<file path="config.mk">
export PLATFORM = sky130hd
export DESIGN_NAME = serial_ripple_subtractor
export DESIGN_NICKNAME = d
export VERILOG_FILES = /design/src/rtl/serial_ripple_subtractor.sv
export SDC_FILE = /design/constraint.sdc
export NUM_CORES = 1
export LEC_CHECK = 0
export ABC_AREA = 0
export BUFFER_PORTS_ARGS = -buffer_cell sky130_fd_sc_hd__buf_2
export CAP_MARGIN = 25
export CORE_AREA = 2 2 39 41
export CTS_CLUSTER_SIZE = 20
export DETAILED_ROUTE_END_ITERATION = 10
export DIE_AREA = 0 0 41 43
export PLACE_DENSITY_LB_ADDON = 0.15
export SLEW_MARGIN = 20
export SYNTH_ARGS = -nofsm -noshare
export SYNTH_HDL_FRONTEND = slang
export SYNTH_SLANG_ARGS = --single-unit
</file>
<file path="constraint.sdc">
create_clock -name i_clk -period 2 [get_ports i_clk]
set_input_delay 0.3 -clock i_clk [delete_from_list [all_inputs] [get_ports i_clk]]
set_output_delay 0.3 -clock i_clk [all_outputs]
set_load 0.005 [all_outputs]
</file>
<file path="src/rtl/serial_ripple_subtractor.sv">
// Bit-serial subtractor: one full-subtractor cell with a registered borrow
// computes {borrow, a - b} LSB first, one bit per clock, with a valid/ack handshake.
module serial_ripple_subtractor #(
  parameter int WIDTH = 2,
  localparam int CNT_W = $clog2(WIDTH + 1)
) (
  input  logic             i_clk,
  input  logic             i_rst,
  input  logic             i_valid,
  output logic             o_ready,
  input  logic [WIDTH-1:0] i_minuend,
  input  logic [WIDTH-1:0] i_subtrahend,
  output logic             o_valid,
  input  logic             i_ack,
  output logic [WIDTH:0]   o_diff
);

  typedef enum logic [1:0] {
    IDLE  = 2'b00,
    SHIFT = 2'b01,
    DONE  = 2'b10
  } state_t;

  localparam logic [CNT_W-1:0] LAST_BIT = CNT_W'(WIDTH - 1);

  state_t           state;
  state_t           state_next;
  logic [WIDTH-1:0] a_reg;
  logic [WIDTH-1:0] b_reg;
  logic             borrow;
  logic [CNT_W-1:0] cnt;
  logic [WIDTH:0]   diff;
  logic             ready;
  logic             valid;

  logic             a_bit;
  logic             b_bit;
  logic [1:0]       fs;
  logic             last;
  logic [WIDTH:0]   diff_upd;

  // Returns {borrow_out, difference} of a - b - borrow_in.
  function automatic logic [1:0] full_sub(input logic a, input logic b, input logic bin);
    logic d;
    logic bout;
    d    = a ^ b ^ bin;
    bout = (~a & b) | (~(a ^ b) & bin);
    return {bout, d};
  endfunction

  // Select the current operand bits and fold the cell result into the difference.
  always_comb begin
    a_bit    = 1'b0;
    b_bit    = 1'b0;
    for (int k = 0; k < WIDTH; k++) begin
      a_bit = a_bit | (a_reg[k] & (cnt == CNT_W'(k)));
      b_bit = b_bit | (b_reg[k] & (cnt == CNT_W'(k)));
    end
    fs       = full_sub(a_bit, b_bit, borrow);
    last     = (cnt == LAST_BIT);
    diff_upd = diff;
    for (int k = 0; k < WIDTH; k++) begin
      diff_upd[k] = (cnt == CNT_W'(k)) ? fs[0] : diff[k];
    end
    // The final borrow becomes the sign/borrow bit of the result.
    diff_upd[WIDTH] = last ? fs[1] : diff[WIDTH];
  end

  // Next-state logic; unused encodings fall back to IDLE.
  always_comb begin
    state_next = state;
    case (state)
      IDLE: begin
        if (i_valid) begin
          state_next = SHIFT;
        end else begin
          state_next = IDLE;
        end
      end
      SHIFT: begin
        if (last) begin
          state_next = DONE;
        end else begin
          state_next = SHIFT;
        end
      end
      DONE: begin
        if (i_ack) begin
          state_next = IDLE;
        end else begin
          state_next = DONE;
        end
      end
      default: state_next = IDLE;
    endcase
  end

  // State register.
  always_ff @(posedge i_clk) begin
    if (i_rst) begin
      state <= IDLE;
    end else begin
      state <= state_next;
    end
  end

  // Operand, borrow, counter, result and handshake registers.
  always_ff @(posedge i_clk) begin
    if (i_rst) begin
      a_reg  <= {WIDTH{1'b0}};
      b_reg  <= {WIDTH{1'b0}};
      borrow <= 1'b0;
      cnt    <= {CNT_W{1'b0}};
      diff   <= {(WIDTH + 1){1'b0}};
      ready  <= 1'b1;
      valid  <= 1'b0;
    end else begin
      ready <= (state_next == IDLE);
      valid <= (state_next == DONE);
      case (state)
        IDLE: begin
          if (i_valid) begin
            a_reg  <= i_minuend;
            b_reg  <= i_subtrahend;
            borrow <= 1'b0;
            cnt    <= {CNT_W{1'b0}};
            diff   <= {(WIDTH + 1){1'b0}};
          end else begin
            a_reg  <= a_reg;
            b_reg  <= b_reg;
            borrow <= borrow;
            cnt    <= cnt;
            diff   <= diff;
          end
        end
        SHIFT: begin
          borrow <= fs[1];
          diff   <= diff_upd;
          // The counter parks on the last bit rather than wrapping.
          cnt    <= last ? cnt : cnt + CNT_W'(1);
        end
        default: begin
          diff <= diff;
        end
      endcase
    end
  end

  assign o_ready = ready;
  assign o_valid = valid;
  assign o_diff  = diff;

endmodule

</file>
Yosys cells after proc, flatten, opt, wreduce, memory -nomap -nowiden
Index checks and enable logic that the tools add are counted.
{ "op_classes": {"bitwise_logic": 13, "n_mul": 0, "n_shift": 0, "eq_ne": 8, "addsub": 1, "muxes": 14, "n_div": 0, "n_lt_le_gt_ge": 0, "reduce_logical": 9} }
{ "op_table": {"columns": ["op", "n"], "rows": [
  ["3-bit AND reduction", 3],
  ["2-bit two-way mux", 4],
  ["2-bit != test, second input constant", 4],
  ["1-bit AND", 6],
  ["2-bit zero test", 3],
  ["2-bit case mux with 3 select lines", 1],
  ["3-bit case mux with 2 select lines", 1],
  ["1-bit two-way mux", 5],
  ["2-bit by 1-bit equality test with 1-bit output, second input constant", 2],
  ["2-bit equality test, second input constant", 2],
  ["2-bit case mux with 2 select lines", 1],
  ["2-bit AND reduction", 2],
  ["3-bit two-way mux", 1],
  ["1-bit bitwise OR", 3],
  ["2-bit by 1-bit adder with 2-bit output, second input constant", 1],
  ["1-bit NOT", 2],
  ["1-bit case mux with 2 select lines", 1],
  ["2-bit nonzero test", 1],
  ["1-bit XOR", 2]
]} }
{ "totals": {"input_bits": 8, "latch_bits": 0, "memories": 0, "ff_bits": 14, "ram_bits": 0, "rom_bits": 0} }

Depth between registers and ports, before layout
Gate-level depths: netlist of the first run.
{ "depth": {"ltp_word": 9, "depth_mapped": 8} }

Least setup slack after synthesis of the first run
No wires, ideal clock.
{ "synth_path": {"path_kind": "reg2reg", "start": "register cnt[1]", "end": "register diff[0], in the netlist o_diff[0]", "t_arrival_ps": 1592, "synth_period_minus_slack_ps": 1667, "setup_slack_ps": 333, "required_time_ps": 1926, "path_stages_with_launch": 8, "cell_sequence": "dfxtp_1 inv_1 ha_1 clkbuf_2 a22o_1 fa_1 nand4b_1 a31oi_1"} }
{ "synth_via": {"elab_chain_len": 7} }
{ "synth_lines": {"columns": ["item", "line_no", "rtl"], "rows": [
  ["start, declared", "31", "logic [CNT_W-1:0] cnt;"],
  ["start signal, assigned", "113", "cnt <= {CNT_W{1'b0}};"],
  ["start signal, assigned", "126", "cnt <= {CNT_W{1'b0}};"],
  ["start signal, assigned", "132", "cnt <= cnt;"],
  ["2-bit by 1-bit equality test with 1-bit output or 2-bit zero test (tied branches)", "56, 57, 63", null],
  ["1-bit AND, on equally long branches", "56, 57", null],
  ["1-bit bitwise OR, on equally long branches", "56, 57", null],
  ["1-bit XOR (2 in a row)", "46", "d = a ^ b ^ bin;"],
  ["1-bit two-way mux", "63", "diff_upd[k] = (cnt == CNT_W'(k)) ? fs[0] : diff[k];"],
  ["3-bit case mux with 2 select lines", "120", "case (state)"],
  ["end signal, assigned", "114", "diff <= {(WIDTH + 1){1'b0}};"],
  ["end signal, assigned", "127", "diff <= {(WIDTH + 1){1'b0}};"],
  ["end signal, assigned", "133", "diff <= diff;"],
  ["end, declared", "32", "logic [WIDTH:0] diff;"]
]} }
Several ways; a longest one is shown, not always the timed one. The select of a mux whose other input is x is not followed.
A chain may end at the register's enable or synchronous reset.

Worst setup path after layout of the first run
{ "layout_path": {"start": "register cnt[0]", "end": "register diff[1], in the netlist o_diff[1]"} }
{ "layout_via": {"elab_chain_len": 7} }
{ "layout_lines": {"columns": ["item", "line_no"], "rows": [
  ["2-bit by 1-bit equality test with 1-bit output or 2-bit zero test (tied branches)", "56, 57, 63"],
  ["1-bit AND, on equally long branches", "56, 57"],
  ["1-bit bitwise OR, on equally long branches", "56, 57"],
  ["1-bit XOR (2 in a row)", "46"],
  ["1-bit two-way mux", "63"],
  ["3-bit case mux with 2 select lines", "120"]
]} }
Several ways; a longest one is shown, not always the timed one. The select of a mux whose other input is x is not followed.

==> results of run 1 <==
==> path summary, 6_finish.rpt <==
| path | cells after the start | to | from |
|---|---|---|---|
| setup reg to reg | 6 | o_diff[1] | cnt[0] |
| hold / removal | 3 | a_reg[0] | i_minuend[0] |
| setup / recovery | 6 | o_diff[1] | cnt[0] |
| hold reg to reg | 2 | a_reg[0] | a_reg[0] |
==> logic make-up after synthesis <==
group                    Yosys count  share of synthesized area [%]
AO/OA/AOI/OAI                     18                           17.7
AND/OR/NAND/NOR                   28                           23.9
flip-flops                        14                           46.1
adder cells (fa/ha/maj)            3                           7.41
buffers and inverters              7                           4.94
==> layer usage <==
metal  share of wire [%]  track usage (%)
met4                 1.2             7.33
met2                  43             21.6
met5                   0                0
met1                  51             20.6
met3                 5.3             4.71
==> cell usage in the layout (no fill, tap or decap) <==
cell type	count
dfxtp_1	14
nand2_1	12
buf_2	12
a21oi_1	10
nand3_1	4
inv_1	3
nor2_1	3
a31oi_1	3
clkbuf_4	3
nand3b_1	2
nand4b_1	2
nor3b_1	2
ha_1	2
a22o_1	1
a22oi_1	1
o21bai_1	1
or2_0	1
or3b_1	1
a21o_1	1
and3_1	1
a211oi_1	1
fa_1	1
clkbuf_8	1
==> per-stage QoR <==
| stage | util, % | cells | instance area, um^2 |
|---|---|---|---|
| detailed placement | 48.4 | 94 | 669 |
| global placement | 48.4 | 94 | 669 |
| global route | 51.0 | 98 | 706 |
| floorplan | - | 70 | 608 |
| CTS | 51.0 | 98 | 706 |
| finish | 51.0 | 98 | 706 |
==> where the power goes <==
part | switching, mW | internal, mW
Clock | 0.0890 | 0.111
Combinational | 0.0394 | 0.0315
Sequential | 0.0139 | 0.293
Total | 0.142 | 0.435
==> worst max-delay path: cells and delay by family (launching register included) <==
family / cells / cell delay [ns]
adders and majority gates: 2 / 0.77
AOI/OAI and AO/OA: 2 / 0.39
buffers and inverters: 1 / 0.07
DFF: 1 / 0.37
and+or+nand+nor: 1 / 0.11
==> layout make-up <==
cell class / instances / area share, %
clock buffer: 4 / 5.14
inverter: 3 / 1.60
multi-input combinational: 49 / 42.2
sequential: 14 / 39.7
tap: 16 / 2.84
timing repair buffer: 12 / 8.51
==> flow_metrics.py, run 1 <==
metrics = {
    "run_status": {
        "status": "finished, final reports clean",
    },
    "grt": {
        "grt_max_degree": 15,
        "grt_pass1_wl_um": 1840,
        "antenna_found_initial": 0,
        "globalRouteTotalUtil_pct": 15.3,
        "grt_overflow": 0,
        "grt_pass1_vias": 449,
    },
    "yosys": {
        "synth_area_leaders": "dfxtp_1, a21oi_1, nand2_1",
        "ys_types": 23,
        "synthesis.nets": 81,
        "ys.flop_type": "dfxtp_1",
        "ys_warn_count": 0,
        "ys_ff_latch": 14,
        "synth_commonest_cells": "dfxtp_1, nand2_1, a21oi_1",
        "synth_edf_count": 0,
        "syn_avg_cell_area_um2": 8.69,
        "async_reset_ff_share_pct": 0,
        "syn_inst": 70,
        "synth_top_cell_by_area": "dfxtp_1",
        "ys_seq_area_share_pct": 46.1,
        "synth_area_um2": 608,
        "synth_top_area_share_pct": 46.1,
        "yosysMostFrequentCell": "dfxtp_1",
    },
    "timing": {
        "layout_min_cycle_time_ns": 1.77,
        "fin_worst_skew_ns": 0.00236,
        "worst_slack_ns": 0.229,
        "hold_viol_final": 0,
        "timing.fmax_mhz": 565,
        "setup_tns_ns": 0,
        "setup_viol": 0,
        "holdWs_ns": 0.252,
        "worst_pin_slew_ns": 0.489,
        "period_share_pct": 88.5,
        "rsz0062_at_grt": "no",
        "drv_slew": 0,
        "maxSlewHeadroom_pct": 67.3,
    },
    "worst_setup_path": {
        "crit_arrival_ns": 1.99,
        "end_kind": "register",
        "worstPathCellList": "inv_1, ha_1, a22o_1, fa_1, nand4b_1, a21oi_1",
        "cp_slowest_cell": "fa_1",
        "r2r_slack_ns": 0.23,
        "critPathRequiredTime_ns": 2.21,
        "path_class": "register to register",
        "startpoint_type": "register",
        "cp_max_fo": 4,
        "slowest_delay_ns": 0.53,
    },
    "die": {
        "num_io_pins": 13,
        "rows": 14,
        "initial_core_util_pct": 43.9,
        "dieArea_um2": 1760,
        "core_um2": 1380,
        "die_h_um": 43,
        "die_w_um": 41,
    },
    "drt": {
        "antenna_left": 0,
        "wirelength_um": 1100,
        "drtIter0Drc": 3,
        "dr.pass1.iters": 4,
        "via_per_inst": 5.34,
        "drc": 0,
        "wire_per_inst_um": 11.2,
        "vias": 523,
    },
    "cts": {
        "cts.reportedPaths.clkPinSlew_ns": 0.08,
        "clk_path_buf_depth": 2,
        "cts_resized": 0,
        "htreeDepth": 1,
        "cts_setup_buffers": 0,
        "cts_tree": "yes",
        "root_buffer": "clkbuf_4",
        "ctsHoldBuffers": 0,
        "clk_latency_ns": 0.27,
        "numCtsBuffers": 3,
        "cts_sinks": 14,
    },
    "placed_design": {
        "hpwl_um": 783,
        "numPortBuffers": 12,
        "post-place-ws_ns": 0.256,
        "place_congestion": 0.746,
    },
    "layout": {
        "largest_reg_flops": 3,
        "fillCellCount": 149,
        "ff_latch_area_um2": 280,
        "drive_gt1_share_pct": 19.5,
        "area_growth_pct": 16.0,
        "diodes": 0,
        "fin_nets": 94,
        "multiInputGateArea_um2": 298,
    },
    "pwr": {
        "power.leakage_nw": 0.275,
        "powerDensity_nw_per_um2": 819,
        "peakVddDrop_v": 0.000373,
        "power_mw": 0.578,
    },
    "min_path": {
        "min_path_type": "primary input to register",
    },
    "run": {
        "cap_violations": 0,
    },
}
Power figures use the tool's default switching activity.
==> run 2: changes to the inputs <==
- CORE_AREA: 2 2 39 41 -> default
- CORE_ASPECT_RATIO: default -> 1.4
- CORE_MARGIN: default -> 2
- CORE_UTILIZATION: default -> 30
- DIE_AREA: 0 0 41 43 -> default
==> run 2 against run 1 <==
Routed wire length is 7.4% higher. Highest routed layer unchanged. Sequential share of layout area stayed put. Cell count is 5.1% higher. Maximum frequency is 0.44% higher. Sequential cell count stayed put. Utilization is 15 points lower. Clock power is 24% lower. Largest power group unchanged. Sequential power hardly changed.
==> flow_metrics.py, run 2 (synthesized netlist as in run 1, its figures left out) <==
metrics = {
    "timing": {
        "maxSlewHeadroom_pct": 67.2,
        "rsz0062_at_grt": "no",
        "setup_tns_ns": 0,
        "hold_viol_final": 0,
        "worst_pin_slew_ns": 0.490,
        "drv_slew": 0,
        "setup_viol": 0,
        "fin_worst_skew_ns": 0.00282,
        "layout_min_cycle_time_ns": 1.76,
        "timing.fmax_mhz": 567,
        "period_share_pct": 88.2,
        "holdWs_ns": 0.257,
    },
    "placed_design": {
        "numPortBuffers": 12,
        "placed_area_um2": 683,
        "place_congestion": 0.660,
        "hpwl_um": 880,
        "dp_cells": 100,
    },
    "drt": {
        "via_per_inst": 4.96,
        "dr.pass1.iters": 4,
        "wirelength_um": 1180,
        "drc": 0,
        "antenna_left": 0,
        "wire_per_inst_um": 11.4,
        "vias": 511,
        "drtIter0Drc": 3,
    },
    "die": {
        "dieArea_um2": 2410,
        "die_w_um": 42.1,
        "core_um2": 1950,
        "die_h_um": 57.3,
        "num_io_pins": 13,
        "rows": 19,
        "initial_core_util_pct": 31.2,
    },
    "cts": {
        "cts_sinks": 14,
        "htreeDepth": 1,
        "clk_path_buf_depth": 2,
        "cts.reportedPaths.clkPinSlew_ns": 0.08,
        "clk_latency_ns": 0.27,
        "numCtsBuffers": 3,
        "root_buffer": "clkbuf_4",
        "cts_tree": "yes",
        "ctsHoldBuffers": 0,
        "cts_setup_buffers": 0,
        "cts_resized": 0,
    },
    "grt": {
        "grt_pass1_vias": 458,
        "globalRouteTotalUtil_pct": 10.3,
        "antenna_found_initial": 0,
        "grt_overflow": 0,
        "grt_pass1_wl_um": 1960,
        "grt_max_degree": 15,
    },
    "pwr": {
        "peakVddDrop_v": 0.000448,
        "power_mw": 0.534,
        "power.leakage_nw": 0.273,
        "powerDensity_nw_per_um2": 756,
    },
    "worst_setup_path": {
        "crit_start": "cnt[0]",
        "reg2regPathDepth": 6,
        "path_class": "register to register",
        "crit_arrival_ns": 1.97,
        "r2r_start": "cnt[0]",
        "r2r-end": "o_diff[1]",
        "startpoint_type": "register",
        "slowest_delay_ns": 0.52,
        "cp_max_fo": 4,
        "end_kind": "register",
        "critPathRequiredTime_ns": 2.21,
        "r2r_slack_ns": 0.24,
        "worstPathCellList": "inv_1, ha_1, a22o_1, fa_1, nand4b_1, a21oi_1",
        "cp_slowest_cell": "fa_1",
    },
    "layout": {
        "layout_common_cells": "dfxtp_1, nand2_1, buf_2, a21oi_1, nand3_1",
        "stdcell_area_um2": 706,
        "largest_reg_flops": 3,
        "fin_nets": 95,
        "area_growth_pct": 16.0,
        "final_cell_count_no_fill": 103,
        "diodes": 0,
        "drive_gt1_share_pct": 19.5,
        "fillCellCount": 213,
        "final_common_cell": "dfxtp_1",
    },
    "run": {
        "cap_violations": 0,
    },
    "min_path": {
        "min_from": "i_minuend[0]",
        "min_path_type": "primary input to register",
        "min_delay_path_depth": 3,
        "min_to": "a_reg[0]",
    },
    "run_status": {
        "status": "finished, final reports clean",
    },
}
## run 2: cell types whose count changed in the layout (fill, tap and decap cells not counted)
cell,before,now
clkbuf_8,1,0
buf_4,0,1
## run 2: cell type report
class	count	area [um^2]	share of cell area [%]
inverters	3	11.3	1.60
clock buffers	3	22.5	3.19
repair buffers	13	67.6	9.57
flip-flops and latches	14	280	39.7
well taps	21	26.3	3.72
multi-input cells	49	298	42.2
## run 2: metal layers
layer | vias up | share of wire [%] | global-route usage, %
met1 | 225 | 47 | 13.5
met3 | 4 | 4.2 | 2.53
met5 | - | 0 | 0
met4 | 0 | 1.7 | 5.36
li1 | 271 | - | -
met2 | 11 | 47 | 15.8
## run 2: stage by stage
step           worst slack, ns  util (%)
5_1_grt                 0.0752      36.2
3_5_place_dp             0.241      35.0
2_1_floorplan            0.333         -
4_1_cts                  0.225      36.2
6_report                 0.237      36.2
3_3_place_gp             0.270      35.0
## run 2: worst max-delay path by stage
stage                            to  slack, ns  cells after the start
final                     o_diff[1]       0.24                      6
after detailed placement  o_diff[1]       0.24                      6
after CTS                 o_diff[1]       0.23                      6
after global routing         borrow       0.08                      7
after global placement    o_diff[1]       0.27                      6
after floorplan           o_diff[0]       0.33                      7
## run 2: report_power, final
| group | total, mW | switching [mW] | internal [mW] |
|---|---|---|---|
| logic | 0.0739 | 0.0404 | 0.0334 |
| clock network | 0.153 | 0.0833 | 0.0697 |
| registers | 0.307 | 0.0136 | 0.293 |
## run 2: critical path: cells and delay by family, from the launching register on
family | cells | cell delay (ns)
and+or+nand+nor | 1 | 0.11
AOI/OAI and AO/OA | 2 | 0.39
adders and majority gates | 2 | 0.76
buffers and inverters | 1 | 0.07
DFF | 1 | 0.37
